===== src/rtl/spi_master_apb_rx_if.sv =====
// APB read-side interface for the SPI master receive path: RX FIFO fed by the
// shift engine, drained by APB reads, plus a status register with sticky overflow.
module spi_master_apb_rx_if #(
    parameter int         DATA_WIDTH = 32,
    parameter int         FIFO_DEPTH = 8,
    parameter logic [3:0] REG_RXFIFO = 4'b1000,
    parameter logic [3:0] REG_RXSTAT = 4'b1001
) (
    input  logic                          PCLK,
    input  logic                          PRESET,
    input  logic [3:0]                    PADDR,
    input  logic                          PSEL,
    input  logic                          PENABLE,
    input  logic                          PWRITE,
    input  logic [DATA_WIDTH-1:0]         PWDATA,
    output logic [DATA_WIDTH-1:0]         PRDATA,
    output logic                          PREADY,
    output logic                          PSLVERR,
    input  logic [DATA_WIDTH-1:0]         spi_data_rx,
    input  logic                          spi_data_rx_valid,
    output logic                          spi_data_rx_ready,
    output logic [$clog2(FIFO_DEPTH):0]   rx_elements
);

    localparam int AW = $clog2(FIFO_DEPTH);
    localparam int CW = AW + 1;

    typedef enum logic {IDLE, RESP} state_t;

    state_t                  state_q, state_d;
    logic [DATA_WIDTH-1:0]   mem_q [FIFO_DEPTH];
    logic [AW-1:0]           wptr_q, wptr_d, rptr_q, rptr_d;
    logic [CW-1:0]           cnt_q, cnt_d;
    logic                    ovf_q, ovf_d;
    logic [DATA_WIDTH-1:0]   prdata_q, prdata_d;
    logic                    pslverr_q, pslverr_d;
    logic                    empty, full, push, pop, ovf_set, ovf_clr;
    logic                    hit_fifo, hit_stat, owned;
    logic [DATA_WIDTH-1:0]   stat_word;
    logic                    unused_pwdata;

    assign empty         = (cnt_q == '0);
    assign full          = (cnt_q == CW'(FIFO_DEPTH));
    assign hit_fifo      = (PADDR == REG_RXFIFO);
    assign hit_stat      = (PADDR == REG_RXSTAT);
    assign owned         = PSEL & PENABLE & (hit_fifo | hit_stat);
    // Readiness comes from the pre-pop state, so a full FIFO refuses a push even while popping.
    assign push          = spi_data_rx_valid & ~full;
    assign ovf_set       = spi_data_rx_valid & full;
    assign unused_pwdata = ^PWDATA;

    assign spi_data_rx_ready = ~full;
    assign rx_elements       = cnt_q;
    assign PRDATA            = prdata_q;
    assign PSLVERR           = pslverr_q;

    always_comb begin
        stat_word       = '0;
        stat_word[AW:0] = cnt_q;
        stat_word[16]   = empty;
        stat_word[17]   = full;
        stat_word[18]   = ovf_q;
    end

    always_comb begin
        state_d   = state_q;
        PREADY    = 1'b1;
        prdata_d  = '0;
        pslverr_d = 1'b0;
        pop       = 1'b0;
        ovf_clr   = 1'b0;
        case (state_q)
            IDLE: begin
                if (owned) begin
                    PREADY  = 1'b0;
                    state_d = RESP;
                    if (hit_fifo) begin
                        if (PWRITE || empty) begin
                            pslverr_d = 1'b1;
                        end else begin
                            prdata_d = mem_q[rptr_q];
                            pop      = 1'b1;
                        end
                    end else if (PWRITE) begin
                        ovf_clr = PWDATA[18];
                    end else begin
                        prdata_d = stat_word;
                    end
                end
            end
            RESP:    state_d = IDLE;
            default: state_d = IDLE;
        endcase
    end

    always_comb begin
        wptr_d = push ? wptr_q + AW'(1) : wptr_q;
        rptr_d = pop  ? rptr_q + AW'(1) : rptr_q;
        cnt_d  = cnt_q;
        case ({push, pop})
            2'b10:   cnt_d = cnt_q + CW'(1);
            2'b01:   cnt_d = cnt_q - CW'(1);
            default: cnt_d = cnt_q;
        endcase
        // A new overflow in the same cycle as a software clear must not be lost.
        ovf_d = ovf_set ? 1'b1 : (ovf_clr ? 1'b0 : ovf_q);
    end

    always_ff @(posedge PCLK) begin
        if (PRESET) begin
            state_q   <= IDLE;
            wptr_q    <= '0;
            rptr_q    <= '0;
            cnt_q     <= '0;
            ovf_q     <= 1'b0;
            prdata_q  <= '0;
            pslverr_q <= 1'b0;
        end else begin
            state_q   <= state_d;
            wptr_q    <= wptr_d;
            rptr_q    <= rptr_d;
            cnt_q     <= cnt_d;
            ovf_q     <= ovf_d;
            prdata_q  <= prdata_d;
            pslverr_q <= pslverr_d;
        end
    end

    always_ff @(posedge PCLK) begin
        if (push) begin
            mem_q[wptr_q] <= spi_data_rx;
        end
    end

endmodule


===== config.mk =====
export PLATFORM = sky130hd
export DESIGN_NAME = spi_master_apb_rx_if
export DESIGN_NICKNAME = d
export VERILOG_FILES = /design/src/rtl/spi_master_apb_rx_if.sv
export SDC_FILE = /design/constraint.sdc
export NUM_CORES = 1
export LEC_CHECK = 0
export CAP_MARGIN = 10
export CORE_MARGIN = 5
export CORE_UTILIZATION = 35
export DETAILED_ROUTE_END_ITERATION = 6
export PLACE_DENSITY = 0.54
export SETUP_SLACK_MARGIN = 0.5
export SLEW_MARGIN = 20
export SYNTH_ARGS = -nofsm -noshare
export SYNTH_HDL_FRONTEND = slang
export SYNTH_SLANG_ARGS = --single-unit

===== constraint.sdc =====
create_clock -name PCLK -period 5.75 [get_ports PCLK]
set_clock_uncertainty 0.2 [all_clocks]
set_input_delay 1.15 -clock PCLK [delete_from_list [all_inputs] [get_ports PCLK]]
set_output_delay 1.15 -clock PCLK [all_outputs]
set_load 0.05 [all_outputs]

Word level (Yosys, flattened, before mapping)
Memory sizes are Yosys's and may differ from the RTL's. A register that Yosys moved wholly into a read port is not among the register bits.
Cells that the tools add are included.
{ "op_classes": {"n_addsub": 4, "eq_ne": 5, "mux": 23, "n_bitwise": 9, "reduce_logical": 6} }
{ "ops": {"columns": ["op", "count"], "rows": [
  ["$mux 32", 2],
  ["$mux 19", 1],
  ["$mux 1", 16],
  ["$eq 4x4->1 const B", 3],
  ["$pmux 4 s2", 1],
  ["$add 3x1->3 const B", 2],
  ["$mux 3", 2],
  ["$add 4x1->4 const B", 1],
  ["$and 1x1->1", 4],
  ["$logic_not 4->1", 1],
  ["$not 1->1", 4],
  ["$reduce_bool 2->1", 2],
  ["$reduce_or 4->1", 1],
  ["$sub 4x1->4 const B", 1],
  ["$reduce_or 3->1", 1],
  ["$eq 2x1->1 const B", 1],
  ["$eq 2x2->1 const B", 1],
  ["$pmux 1 s2", 1],
  ["$logic_or 1x1->1", 1],
  ["$or 1x1->1", 1]
]} }
{ "totals": {"ff_bits": 45, "mem_bits_rw": 256, "in_bits": 74, "output_inout_bits": 39, "wordCells": 55, "n_memories": 1} }
{ "memory_table": {"columns": ["memory", "words", "word_bits", "rd", "rd_clocked_by_memory_dff", "wr", "line_no", "text"], "rows": [
  ["mem_q", 8, 32, 1, 1, 1, "31", "logic [DATA_WIDTH-1:0] mem_q [FIFO_DEPTH];"]
]} }

Logic depth before layout (Yosys ltp)
{ "depth": {"ltp_word": 8, "depth_mapped": 11, "ltp_nobuf": 10} }

Least setup slack after synthesis
Ideal clock, no wire load.
{ "synth_path": {"kind": "reg-to-reg", "from": "reg cnt_q[1], in the netlist rx_elements[1]", "to": "mem mem_q[0][0] (enable)", "setup_ps": 502, "t_arrival_ps": 5116, "required_ps": 5048, "slack_ps": -69, "path_stages_with_launch": 6, "path_buffers": 2, "synth_period_minus_slack_ps": 5819, "cell_sequence": "dfxtp_1 clkbuf_1 or4b_2 clkbuf_1 nand2_1 nor4_1"} }
{ "synth_between": {"elab_chain_len": 5} }
{ "synth_lines": {"columns": ["item", "line_no", "text"], "rows": [
  ["from (decl)", "33", "logic [CW-1:0] cnt_q, cnt_d;"],
  ["from (signal assigned)", "122", "cnt_q <= cnt_d;"],
  ["$eq 4x4->1", "43", "assign full = (cnt_q == CW'(FIFO_DEPTH));"],
  ["$not 1->1", null, null],
  ["via spi_data_rx_ready", "21", "output logic spi_data_rx_ready,"],
  ["$and 1x1->1", "48", "assign push = spi_data_rx_valid & ~full;"],
  ["$mux 1", "130", "if (push) begin"],
  ["$mux 1 (not written as such)", "131", "mem_q[wptr_q] <= spi_data_rx;"],
  ["to (decl)", "31", null]
]} }
The timed path passes the listed nets, and every way through them passes these cells.

Worst setup path in the final report
{ "layout_path": {"from": "in PADDR[3]", "to": "out PREADY"} }
{ "layout_between": {"elab_chain_len": 5, "elab_cells_between_ends": 6, "classes_between": "eq/ne (2); mux (2); bitwise (2)"} }
{ "layout_lines": {"columns": ["item", "line_no", "text"], "rows": [
  ["from (decl)", "11", "input logic [3:0] PADDR,"],
  ["$eq 4x4->1, on equally long branches", "44, 45", null],
  ["$or 1x1->1 *", "46", "assign owned = PSEL & PENABLE & (hit_fifo | hit_stat);"],
  ["$and 1x1->1 *", "46", null],
  ["$mux 1 *", "74", "if (owned) begin"],
  ["$mux 1 *", "72", "case (state_q)"],
  ["to (decl)", "17", "output logic PREADY,"]
]} }
Every way passes the cells marked *; elsewhere a longest branch is shown, timed or not.

==> results.txt <==
----------------------------------------------------
[Clock tree]
  TritonCTS clock tree ... built
  Clock root cell ... clkbuf_16
  Quantity of gates resized following cts ... 0
  Clock latency on the worst-skew pair ... between 0.5 and 0.6 ns
  Maximum buffer depth of the clock tree ... 3
  Clock net sink count ... 304
  TritonCTS buffer count ... 30
  Maximum level of the CTS H-tree ... 1
  Clock slew seen by the registers of the worst setup and hold paths ... about 0.060 ns
  Hold bufs inserted after CTS ... 0
  Post-CTS Setup Repair Bufs ... 0

[Yosys]
  Sequential-to-total area share from yosys stat ... 0.771
  Fraction of synthesis flops using an asynchronous set or reset pin ... 0
  Number of warning messages in the yosys log ... 0
  Number of storage elements in the synthesis netlist ... 304
  Mean post-synth cell area ... ~21 sq um
  Portion of synthesized cell area occupied by the leading cell type ... 0.685
  Net count after synthesis ... 614
  Cell taking the most area after synthesis ... edfxtp_1
  Most common library cells after synthesis ... 256 x edfxtp_1, 64 x mux4_2, 48 x dfxtp_1, 37 x nor2_1, 34 x mux2i_1
  Most frequent cell after synthesis ... edfxtp_1
  Cell Area, Synth ... roughly 11000 sq um
  Gate count of the mapped netlist ... 535
  Number of distinct library cells after synthesis ... 34
  Cells taking the most area after synthesis ... edfxtp_1 69%, mux4_2 13%, dfxtp_1 8.6%
  Number of flops mapped to enable cells by yosys ... roughly 260
  Synth Flop Type ... edfxtp_1

[Die]
  Total Die Area ... about 36000 sq um
  Row count ... 65
  Die X ... 189 um
  Initial Util ... 0.355
  Ports ... 113
  Placeable core area ... 31600 sq um
  Die height ... roughly 190 um

[Power]
  Peak VDD IR ... roughly 240 uV
  Overall Power ... approximately 4.7 mW
  Leakage power ... about 4.2 nW
  Proportion of power drawn by combinational gates ... 0.034
  Power Dens Cells ... approximately 340 nW/um^2
  Internal Dissipation ... 3.79 mW
  Flop pwr share ... 0.522
  Portion of total power attributed to the clock network ... 0.444
  Net switching power of the design ... approximately 900 uW
  Net switching share of the total power ... 0.193

[Global routing]
  Maximum number of pins on one net before global-route repair ... 65
  Via count of the first global-routing pass ... between 5000 and 6000
  Wire length of the first global-routing pass ... 35300 um
  Antenna violations before repair ... 2
  GR Util All Layers ... 0.128
  Grt total ovfl ... 0

[Drt]
  Via total after detailed routing ... ~5300
  Number of optimization iterations in the first detailed-route pass ... 4
  Avg Vias per Cell ... 5.00
  Residual DRC ... 0
  Aggregate routed wire length ... between 20000 and 25000 um
  Drt wl/cell ... 21.6 um
  Count of routing violations after the opening detailed-route iteration ... 311
  Number of nets with antenna violations after detailed routing ... 0

[Layout]
  Area growth from synthesis to layout ... 22.0%
  Number of fill cells in the layout ... about 2700
  Post-Layout Inst Area ... around 14000 sq um
  Cell Count, Final, Fillers Out ... 1058
  Share of final-layout standard cells stronger than drive strength 1 ... 0.220
  Nets@finish ... 710

[STA]
  Final setup TNS ... 0 ns
  Achievable clock frequency ... 0.217 GHz
  Transition time of the tightest slew-check pin ... between 0.9 and 1 ns
  Fraction of the cycle the final worst path needs ... 0.800
  Hold WS ... about 0.28 ns
  Final hold vios ... 0
  Final Setup Violations ... 0
  Headroom to the max-slew limit ... 0.352
  Unrepaired setup endpoints after global routing ... false
  Number of pins exceeding their max-slew limit in the final report ... 0
  Clock period minus final worst setup slack ... roughly 4.6 ns

[Run status]
  Outcome ... complete, no violations

[Place]
  Input/output buffers ... 81
  Routability congestion estimate from global placement ... slightly above 0.7
  Instance area after placement ... 12600 sq um
  Cell count after placement ... 1000
  Placed wire-length estimate after detailed placement ... 12800 um

[Critical path]
  Worst-path cell chain ... clkdlybuf4s50_1 -> or3b_4 -> or3_1 -> clkdlybuf4s50_1
  Nature of the critical path endpoint ... output port
  Critical Path AT ... around 3.3 ns
  Critical path class ... primary input to output port
  Master of the slowest instance on the critical path ... clkdlybuf4s50_1
  Max stage delay on crit path ... ~0.76 ns
  Worst-path fanout max ... 9
  Crit path buffers/inverters ... 2
  Family of cells with the greatest summed delay on the critical path ... buffers and inverters
  Sort of element at the start of the critical path ... primary input
  Endpoint required time on the critical path ... roughly 4.4 ns
  Most Frequent Cell on Critical Path ... clkdlybuf4s50_1

[Run]
  Count of max-cap constraint violations ... 0

[Hold path]
  Path type of the worst min-delay path ... flop to flop

----------------------------------------------------
-- power groups by stage --
| stage | combinational, mW | clock [mW] | sequential [mW] |
|---|---|---|---|
| 5_1_grt | 0.172 | 2.23 | 2.45 |
| 4_1_cts | 0.161 | 2.13 | 2.45 |
| 3_3_place_gp | 0.156 | 0 | 2.50 |
| 2_1_floorplan | 0.0687 | 0 | 2.50 |
| 6_report | 0.157 | 2.08 | 2.45 |
| 3_5_place_dp | 0.160 | 0 | 2.50 |
-- cells by family (layout without fill, tap and decap cells) --
| kind of cell | Yosys count | count (layout) | share of synthesized area |
|---|---|---|---|
| buffers and inverters | 29 | 149 | 0.0125 |
| muxes | 102 | 102 | 0.163 |
| DFF | 304 | 304 | 0.771 |
| other | 0 | 1 | 0 |
| xor gates and xnor gates | 5 | 5 | 0.00390 |
| AOI/OAI and AO/OA | 16 | 16 | 0.0103 |
| and+or+nand+nor | 74 | 74 | 0.0338 |
| adders and majority gates | 5 | 5 | 0.00558 |
-- path summary, 6_finish.rpt --
kind,startpoint,to,slack [ns],cells after the start
worst max-delay path,PADDR[3],PREADY,1.15,4
worst min register to register,ovf_q$_SDFFE_PP0P_,PRDATA[18]$_SDFF_PP0_,0.28,1
worst max register to register,rx_elements[2]$_SDFFE_PP0P_,rx_elements[2]$_SDFFE_PP0P_,2.46,9
worst min-delay path,ovf_q$_SDFFE_PP0P_,PRDATA[18]$_SDFF_PP0_,0.28,1
-- layout make-up --
class	count	area [sq um]	area share
Sequential cell	304	8660	0.633
Multi-Input combinational cell	202	2490	0.182
Timing Repair Buffer	92	951	0.0695
Clock buffer	40	830	0.0606
Tap cell	402	503	0.0368
Clock inverter	16	246	0.0180
Inverter	1	3.75	0.000274
Antenna cell	1	2.50	0.000183
-- worst reg2reg max path, delay by kind of cell, from the launching register on --
kind | cells | cell delay (ns)
AND/OR/NAND/NOR | 3 | 1.58
flip-flops | 1 | 0.39
AO/OA/AOI/OAI | 2 | 0.19
XOR/XNOR | 2 | 0.34
adder cells (fa/ha/maj) | 2 | 0.50
-- layer usage --
layer / vias up / part of all wire / GRT usage
met5: - / 0.00087 / 0
met4: 2 / 0.022 / 0.0367
met3: 35 / 0.044 / 0.0232
met2: 105 / 0.50 / 0.219
met1: 2774 / 0.43 / 0.170
li1: 2372 / - / -
-- registers in the layout, indices dropped and copies added, names as in the netlist, named ones only --
register and count:
mem_q 256, rx_elements 4, PSLVERR 1, PRDATA 32
ovf_q 1, rptr_q 3, state_q 1, wptr_q 3
-- cell usage in the layout, fill, tap and decap left out, types with 2 or more instances in the layout --
cell type and n:
a21oi_1 5, buf_12 3, buf_4 7, bufinv_16 6, clkbuf_1 7, clkbuf_16 31
clkbuf_8 2, clkdlybuf4s50_1 81, clkinv_2 3, clkinv_4 2, clkinvlp_4 4, dfxtp_1 45
dfxtp_4 2, edfxtp_1 256, ha_1 5, mux2_2 4, mux2i_1 34, mux4_2 64
nand2_1 5, nand2b_1 3, nand3_1 4, nor2_1 34, nor2_4 3, nor2b_1 4
nor3_2 4, nor4_1 2, nor4bb_1 3, o21ai_0 2, o2bb2ai_1 6, or3_1 2
xor2_1 5
-- stage by stage --
step,utilization,worst slack [ns]
5_1_grt,0.432,1.09
4_1_cts,0.431,1.14
6_report,0.432,1.15
2_1_floorplan,-,0.782
3_5_place_dp,0.397,1.11
3_3_place_gp,0.397,1.18
(Power assumes the default switching activity.)
